## src/rtl/dmem_access_ctrl.sv

```systemverilog
// Data-memory access sequencer: turns the memory-stage controls into a req/ack
// transaction, stalls the pipeline while it is outstanding, and returns extended
// load data along with misalignment and timeout pulses.
module dmem_access_ctrl #(
   parameter int unsigned TIMEOUT_CYC = 255
) (
   input  logic        clk,
   input  logic        rst_n,
   input  logic        acc_valid,
   input  logic        flush,
   input  logic        dmem_sel,
   input  logic [1:0]  w_sel,
   input  logic [2:0]  r_sel,
   input  logic [31:0] addr,
   input  logic [31:0] wdata,
   output logic        mem_req,
   output logic        mem_we,
   output logic [3:0]  mem_be,
   output logic [31:0] mem_addr,
   output logic [31:0] mem_wdata,
   input  logic        mem_ack,
   input  logic [31:0] mem_rdata,
   output logic        stall,
   output logic        ld_valid,
   output logic [31:0] ld_data,
   output logic        misalign_err,
   output logic        bus_err
);

   typedef enum logic [1:0] {StIdle, StBusy, StResp} state_e;

   // Counter value seen in the last request cycle before giving up.
   localparam logic [7:0] LastCnt = 8'(TIMEOUT_CYC - 1);

   state_e      state_q, state_d;
   logic [7:0]  cnt_q, cnt_d;
   logic        mem_req_q, mem_req_d;
   logic        mem_we_q, mem_we_d;
   logic [3:0]  mem_be_q, mem_be_d;
   logic [31:0] mem_addr_q, mem_addr_d;
   logic [31:0] mem_wdata_q, mem_wdata_d;
   logic        is_load_q, is_load_d;
   logic [2:0]  rsel_q, rsel_d;
   logic [1:0]  off_q, off_d;
   logic [31:0] ld_data_q, ld_data_d;
   logic        ld_valid_q, ld_valid_d;
   logic        misalign_q, misalign_d;
   logic        bus_err_q, bus_err_d;

   logic        is_load, is_store, is_half, is_word, misalign, start;
   logic [3:0]  be_new;
   logic [31:0] wdata_new;
   logic [31:0] shifted, ld_ext;

   // Decode the incoming access, its alignment and lane placement.
   always_comb begin
      is_load   = !dmem_sel && (r_sel inside {3'b000, 3'b010, 3'b011, 3'b100, 3'b101});
      is_store  = dmem_sel && (w_sel != 2'b11);
      is_half   = is_store ? (w_sel == 2'b01) : (r_sel == 3'b010 || r_sel == 3'b101);
      is_word   = is_store ? (w_sel == 2'b10) : (r_sel == 3'b011);
      misalign  = (is_half && addr[0]) || (is_word && (addr[1:0] != 2'b00));
      start     = (state_q == StIdle) && acc_valid && !flush && (is_load || is_store);
      stall     = start || (state_q == StBusy);
      be_new    = 4'b1111;
      wdata_new = wdata;
      if (is_store) begin
         unique case (w_sel)
            2'b00: begin
               be_new    = 4'b0001 << addr[1:0];
               wdata_new = {4{wdata[7:0]}};
            end
            2'b01: begin
               be_new    = addr[1] ? 4'b1100 : 4'b0011;
               wdata_new = {2{wdata[15:0]}};
            end
            default: begin
               be_new    = 4'b1111;
               wdata_new = wdata;
            end
         endcase
      end
   end

   // Align the returned word to the addressed lane and extend it.
   always_comb begin
      shifted = mem_rdata >> {off_q, 3'b000};
      unique case (rsel_q)
         3'b000:  ld_ext = {{24{shifted[7]}}, shifted[7:0]};
         3'b010:  ld_ext = {{16{shifted[15]}}, shifted[15:0]};
         3'b100:  ld_ext = {24'h0, shifted[7:0]};
         3'b101:  ld_ext = {16'h0, shifted[15:0]};
         default: ld_ext = mem_rdata;
      endcase
   end

   // Sequencer next-state and registered output updates.
   always_comb begin
      state_d     = state_q;
      cnt_d       = cnt_q;
      mem_req_d   = mem_req_q;
      mem_we_d    = mem_we_q;
      mem_be_d    = mem_be_q;
      mem_addr_d  = mem_addr_q;
      mem_wdata_d = mem_wdata_q;
      is_load_d   = is_load_q;
      rsel_d      = rsel_q;
      off_d       = off_q;
      ld_data_d   = ld_data_q;
      ld_valid_d  = 1'b0;
      misalign_d  = 1'b0;
      bus_err_d   = 1'b0;
      unique case (state_q)
         StIdle: begin
            if (start) begin
               if (misalign) begin
                  state_d    = StResp;
                  misalign_d = 1'b1;
               end else begin
                  state_d     = StBusy;
                  cnt_d       = 8'd0;
                  mem_req_d   = 1'b1;
                  mem_we_d    = is_store;
                  mem_be_d    = be_new;
                  mem_addr_d  = {addr[31:2], 2'b00};
                  mem_wdata_d = wdata_new;
                  is_load_d   = is_load;
                  rsel_d      = r_sel;
                  off_d       = addr[1:0];
               end
            end
         end
         StBusy: begin
            cnt_d = cnt_q + 8'd1;
            // An ack in the final counted cycle still completes normally.
            if (mem_ack) begin
               state_d   = StResp;
               mem_req_d = 1'b0;
               if (is_load_q) begin
                  ld_valid_d = 1'b1;
                  ld_data_d  = ld_ext;
               end
            end else if (cnt_q == LastCnt) begin
               state_d   = StResp;
               mem_req_d = 1'b0;
               bus_err_d = 1'b1;
               ld_data_d = 32'h0;
            end
         end
         StResp:  state_d = StIdle;
         default: state_d = StIdle;
      endcase
   end

   // State and output registers.
   always_ff @(posedge clk or negedge rst_n) begin
      if (!rst_n) begin
         state_q     <= StIdle;
         cnt_q       <= 8'd0;
         mem_req_q   <= 1'b0;
         mem_we_q    <= 1'b0;
         mem_be_q    <= 4'b0000;
         mem_addr_q  <= 32'h0;
         mem_wdata_q <= 32'h0;
         is_load_q   <= 1'b0;
         rsel_q      <= 3'b111;
         off_q       <= 2'b00;
         ld_data_q   <= 32'h0;
         ld_valid_q  <= 1'b0;
         misalign_q  <= 1'b0;
         bus_err_q   <= 1'b0;
      end else begin
         state_q     <= state_d;
         cnt_q       <= cnt_d;
         mem_req_q   <= mem_req_d;
         mem_we_q    <= mem_we_d;
         mem_be_q    <= mem_be_d;
         mem_addr_q  <= mem_addr_d;
         mem_wdata_q <= mem_wdata_d;
         is_load_q   <= is_load_d;
         rsel_q      <= rsel_d;
         off_q       <= off_d;
         ld_data_q   <= ld_data_d;
         ld_valid_q  <= ld_valid_d;
         misalign_q  <= misalign_d;
         bus_err_q   <= bus_err_d;
      end
   end

   assign mem_req      = mem_req_q;
   assign mem_we       = mem_we_q;
   assign mem_be       = mem_be_q;
   assign mem_addr     = mem_addr_q;
   assign mem_wdata    = mem_wdata_q;
   assign ld_valid     = ld_valid_q;
   assign ld_data      = ld_data_q;
   assign misalign_err = misalign_q;
   assign bus_err      = bus_err_q;

endmodule

```

## config.mk

```make
export PLATFORM = sky130hd
export DESIGN_NAME = dmem_access_ctrl
export DESIGN_NICKNAME = d
export VERILOG_FILES = /design/src/rtl/dmem_access_ctrl.sv
export SDC_FILE = /design/constraint.sdc
export NUM_CORES = 1
export LEC_CHECK = 0
export CORE_UTILIZATION = 40
export CTS_CLUSTER_SIZE = 10
export DETAILED_ROUTE_END_ITERATION = 8
export PLACE_DENSITY_LB_ADDON = 0.08
export SYNTH_ARGS = -nofsm -noshare
export SYNTH_HDL_FRONTEND = slang
export SYNTH_SLANG_ARGS = --single-unit
```

## constraint.sdc

```tcl
create_clock -name clk -period 1.85 [get_ports clk]
set_input_delay 0.37 -clock clk [delete_from_list [all_inputs] [get_ports clk]]
set_output_delay 0.37 -clock clk [all_outputs]
set_load 0.005 [all_outputs]
```

**Yosys cells after proc, flatten, opt, wreduce, memory -nomap -nowiden**

Index checks and enable logic that the tools add are counted.

- Add/subtract/negate cells: 1
- Equal/unequal tests: 16
- Shift operators: 2
- Mux-type cells: 33
- Bitwise gates (word level): 1
- Reduce and logical (&&, ||, !) cells: 26

Operator list:

| kind | count |
|---|---|
| $mux 32 | 4 |
| $pmux 32 s4 | 1 |
| $pmux 32 s2 | 1 |
| $shr 32x5->16 | 1 |
| $mux 8 | 2 |
| $pmux 8 s2 | 1 |
| $mux 1 | 15 |
| $eq 3x3->1 const B | 4 |
| $eq 3x2->1 const B | 3 |
| $reduce_and 3->1 | 3 |
| $add 8x1->8 const B | 1 |
| $eq 8x8->1 const B | 1 |
| $mux 2 | 4 |
| $mux 4 | 2 |
| $pmux 4 s2 | 1 |
| $logic_and 1x1->1 | 7 |
| $logic_not 3->1 | 2 |
| $ne 2x2->1 const B | 3 |
| $reduce_bool 2->1 | 3 |
| $reduce_bool 5->1 | 1 |
| $eq 2x1->1 const B | 2 |
| $logic_not 2->1 | 2 |
| $logic_or 1x1->1 | 4 |
| $pmux 2 s2 | 1 |
| 9 further kinds | 10 |

- Register bits: 119
- Bits of input ports: 107
- Output and inout port bits: 106

**Logic depth before layout (Yosys ltp)**

- Depth after elaboration: 8
- Depth in mapped cells: 9
- Gate-level depth less buffers: 7

**Worst setup path after synthesis**

Ideal clock, no wire load.

- Kind: register -> register
- Start point: register rsel_q[2]
- End point: register ld_data_q[2] (netlist: ld_data[2])
- Library setup time: 0.128 ns
- Arrival time: 1.508 ns
- Data required time: 1.722 ns
- Setup slack: 0.214 ns
- Stages on the path, launching flop included: 8
- Buffers on the path: 2
- Path through: dfstp_2 > nand2b_1 > clkbuf_1 > and2_1 > o21a_1 > buf_4 > mux2i_1 > o21ai_0

- Longest elaborated chain between the ends: 4

RTL lines:

| item | RTL line | RTL |
|---|---|---|
| start: declaration | 43 | `logic [2:0] rsel_q, rsel_d;` |
| start signal: assignment | 180 | `rsel_q <= rsel_d;` |
| $eq 3x3->1, or another cell as far along | 87 | `unique case (rsel_q)` |
| $pmux 32 s4 * | 87 |  |
| $mux 32 * | 138 | `if (is_load_q) begin` |
| $mux 32 * | 135 | `if (mem_ack) begin` |
| end signal: assignment | 182 | `ld_data_q <= ld_data_d;` |
| end: declaration | 45 | `logic [31:0] ld_data_q, ld_data_d;` |

Mark *: on every way between the ends. The rest lies on a longest branch, timed or not. The select of a mux whose other input is x is not followed.
A chain may end at the register's enable or synchronous reset.

**Worst setup path in the final report**

- Start point: register state_q[1]
- End point: output stall

- Longest elaborated chain between the ends: 5

RTL lines:

| item | RTL line | RTL |
|---|---|---|
| start: declaration | 35 | `state_e state_q, state_d;` |
| start signal: assignment | 157 | `state_q <= StIdle;` |
| start signal: assignment | 172 | `state_q <= state_d;` |
| $logic_not 2->1 | 62 | `start = (state_q == StIdle) && acc_valid && !flush && (is_load \|\| is_store);` |
| $logic_and 1x1->1 (3 in a row) | 62 |  |
| $logic_or 1x1->1 * | 63 | `stall = start \|\| (state_q == StBusy);` |
| end: declaration | 23 | `output logic stall,` |

Mark *: on every way between the ends. The rest lies on a longest branch, timed or not.

==> impl_metrics.tcl <==
set metrics [dict create \
    status "complete, no violations" \
    fin_crit_sh_pct 97.1 \
    leakage_nw 4.10 \
    n_fill_cell 1163 \
    gp_congestion 0.899 \
    grt.overflow.total 0 \
    grt_max_degree 50 \
    grtUsageTotal_pct 23.9 \
    ioPinCount 213 \
    drive_gt1_share_pct 13.3 \
    cts_sinks 119 \
    synth_ff_type "dfrtp_1" \
    maxCapViolations 0 \
    grt_pass1_wl_um 27000 \
    clk_path_buf_depth 2 \
    die_y_um 122 \
    holdWs_ns 0.370 \
    power_density_nw_per_um2 1310 \
    syn2layout_area_growth_pct 56.6 \
    finalWirelength_um 17000 \
    fin_cells 1082 \
    antenna_found_initial 2 \
    cpPeakStageDelay_ns 0.41 \
    synth-seq-area-share_pct 52.0 \
    start_util_pct 41.1 \
    crit_chain "nor4b_4 > nand2_1 > nand2_1 > buf_2" \
    crit_fanout 2 \
    vias_per_cell 5.10 \
    synth-seq-cells 119 \
    syn_area_um2 5730 \
    final_nets 997 \
    startpoint_type "flip-flop" \
    cts_made_buffers 17 \
    setup_viol 0 \
    num_rows 43 \
    wl_per_cell_um 15.7 \
    finalCriticalPeriod_ns 1.80 \
    worstPathRequired_ns 1.48 \
    drtAntennaViolNets 0 \
    core_um2 13900 \
    crit_family "simple AND/OR/NAND/NOR gates" \
    fin_skew_ns 0.00715 \
    clkTransAtPathRegs_ns 0.05 \
    total_power_mw 11.7 \
    ys_top_cells_by_count "204 x nand2_1, 116 x dfrtp_1, 48 x nor2_1" \
    ctsHtreeMaxLevel 4 \
    synth_edf_count 0 \
    yosysTopAreaCellShare_pct 50.6 \
    die_w_um 122 \
    critPathBufInv 1 \
    slew_violations 0 \
    root_buffer "clkbuf_16" \
    post_dp_cell_area_um2 8320 \
    finalHoldViolations 0 \
    yosysMostFrequentCell "nand2_1" \
    netlist_instances 642 \
    route.vias.total 5514 \
    drtIter0Drc 326 \
    rsz0062_at_grt "true" \
    hpwl_um 12500 \
    dp_slack_ns -0.487 \
    min_path_type "in2reg" \
    netlist-cell-type-count 52 \
    crit_top_cell "nand2_1" \
    avgSynthCellArea_um2 8.93 \
    cp.arrival_ns 1.43 \
    fmax_ghz 0.557 \
    grt_pass1_vias 5549 \
    io_buffers 210 \
    critPathKind "reg2out" \
    firstDrtPassIters 4 \
    synth_area_leaders "dfrtp_1 51%, nand2_1 13%, mux2i_1 4.2%" \
    drc_errors 0 \
    ys_warn_count 0 \
    clk_latency_ns 0.41 \
    yosys.area.top_type "dfrtp_1" \
    postLayoutCellArea_um2 8980 \
    synthArstFlopShare_pct 100 \
    ir_drop_mv 0.687 \
    worst_slack_ns 0.0534 \
    design.die.area_um2 14800 \
    place_inst 1045 \
    cts_tree "done" \
    slowest_stage "dfrtp_1" \
    worstSetupEndpointType "output pin" \
]
[area by class of cell]
cell class                 instances  area (um^2)  area share (%)
antenna                            2         5.00          0.0557
clock inverter                    10          105            1.17
tap                              180          225            2.51
multi-input combinational        478         2540            28.3
timing repair buffer             268         2660            29.6
inverter                           4         15.0           0.167
clock buffer                      21          450            5.02
sequential                       119         2980            33.2
[state kept, by name, summed over array words and instances, names as in the netlist]
name	flops
misalign_err	1
bus_err	1
off_q	2
mem_we	1
mem_be	4
rsel_q	3
cnt_q	8
mem_req	1
mem_wdata	32
ld_data	32
is_load_q	1
ld_valid	1
mem_addr	30
state_q	2
[what timing repair did]
action	4_1_cts	5_1_grt
pin swaps	2	1
hold buffers	1	0
gates cloned	0	1
resized for setup	10	9
setup endpoints to repair	12	31
setup buffers	2	0
hold endpoints to repair	26	0
[tightest hold or removal path, delay by kind of cell]
family / cells / cell delay, ns
buffers and inverters: 2 / 0.30
and+or+nand+nor: 2 / 0.11
[logic make-up after synthesis]
group	after synthesis	share of synthesized area (%)
flops	119	52.0
mux	26	4.58
fa+ha+maj	2	0.437
compound gates	131	14.6
buf+inv	46	4.65
other cells	1	0.0654
simple gates	317	23.6
[placed cells by master (no fill, tap or decap), drive strengths merged, types with 4 or more instances in the layout]
cell type,count
dfrtp,116
a32o,8
nand2b,18
nand4,4
mux2i,24
buf,58
a31oi,18
nand3,26
clkdlybuf4s50,203
nor2,51
a21oi,38
clkinv,6
o21ai,47
inv,4
nand2,204
clkbuf,22
[layer usage]
| layer | global-route usage (%) | wire length [um] |
|---|---|---|
| met1 | 27.3 | 6840 |
| met3 | 8.01 | 1320 |
| met4 | 8.64 | 289 |
| met5 | 0 | 0 |
| met2 | 41.3 | 8520 |
[where the power goes]
| group | switching (mW) | internal [mW] |
|---|---|---|
| Combinational | 1.85 | 2.59 |
| Sequential | 0.615 | 3.58 |
| Clock | 1.13 | 1.99 |
| Total | 3.59 | 8.16 |
[worst paths after layout]
| kind | start | end | slack [ns] | cells past startpoint |
|---|---|---|---|---|
| min | r_sel[1] | rsel_q[1] | 0.37 | 4 |
| max reg2reg | off_q[1] | ld_data[21] | 0.10 | 5 |
| min in group asynchronous | rst_n | ld_data[26] | 0.44 | 2 |
| min reg2reg | ld_data[22] | ld_data[22] | 0.47 | 2 |
| max | state_q[1] | stall | 0.05 | 4 |
| max in group asynchronous | rst_n | rsel_q[1] | 0.77 | 3 |
[per-stage QoR]
step           setup TNS (ns)  util [%]
2_1_floorplan               0         -
3_3_place_gp           -32.45      59.7
3_5_place_dp           -38.94      59.7
4_1_cts                     0      63.9
5_1_grt               -0.0506      64.4
6_report                    0      64.4
No activity file was read; power rests on OpenSTA's default activity.
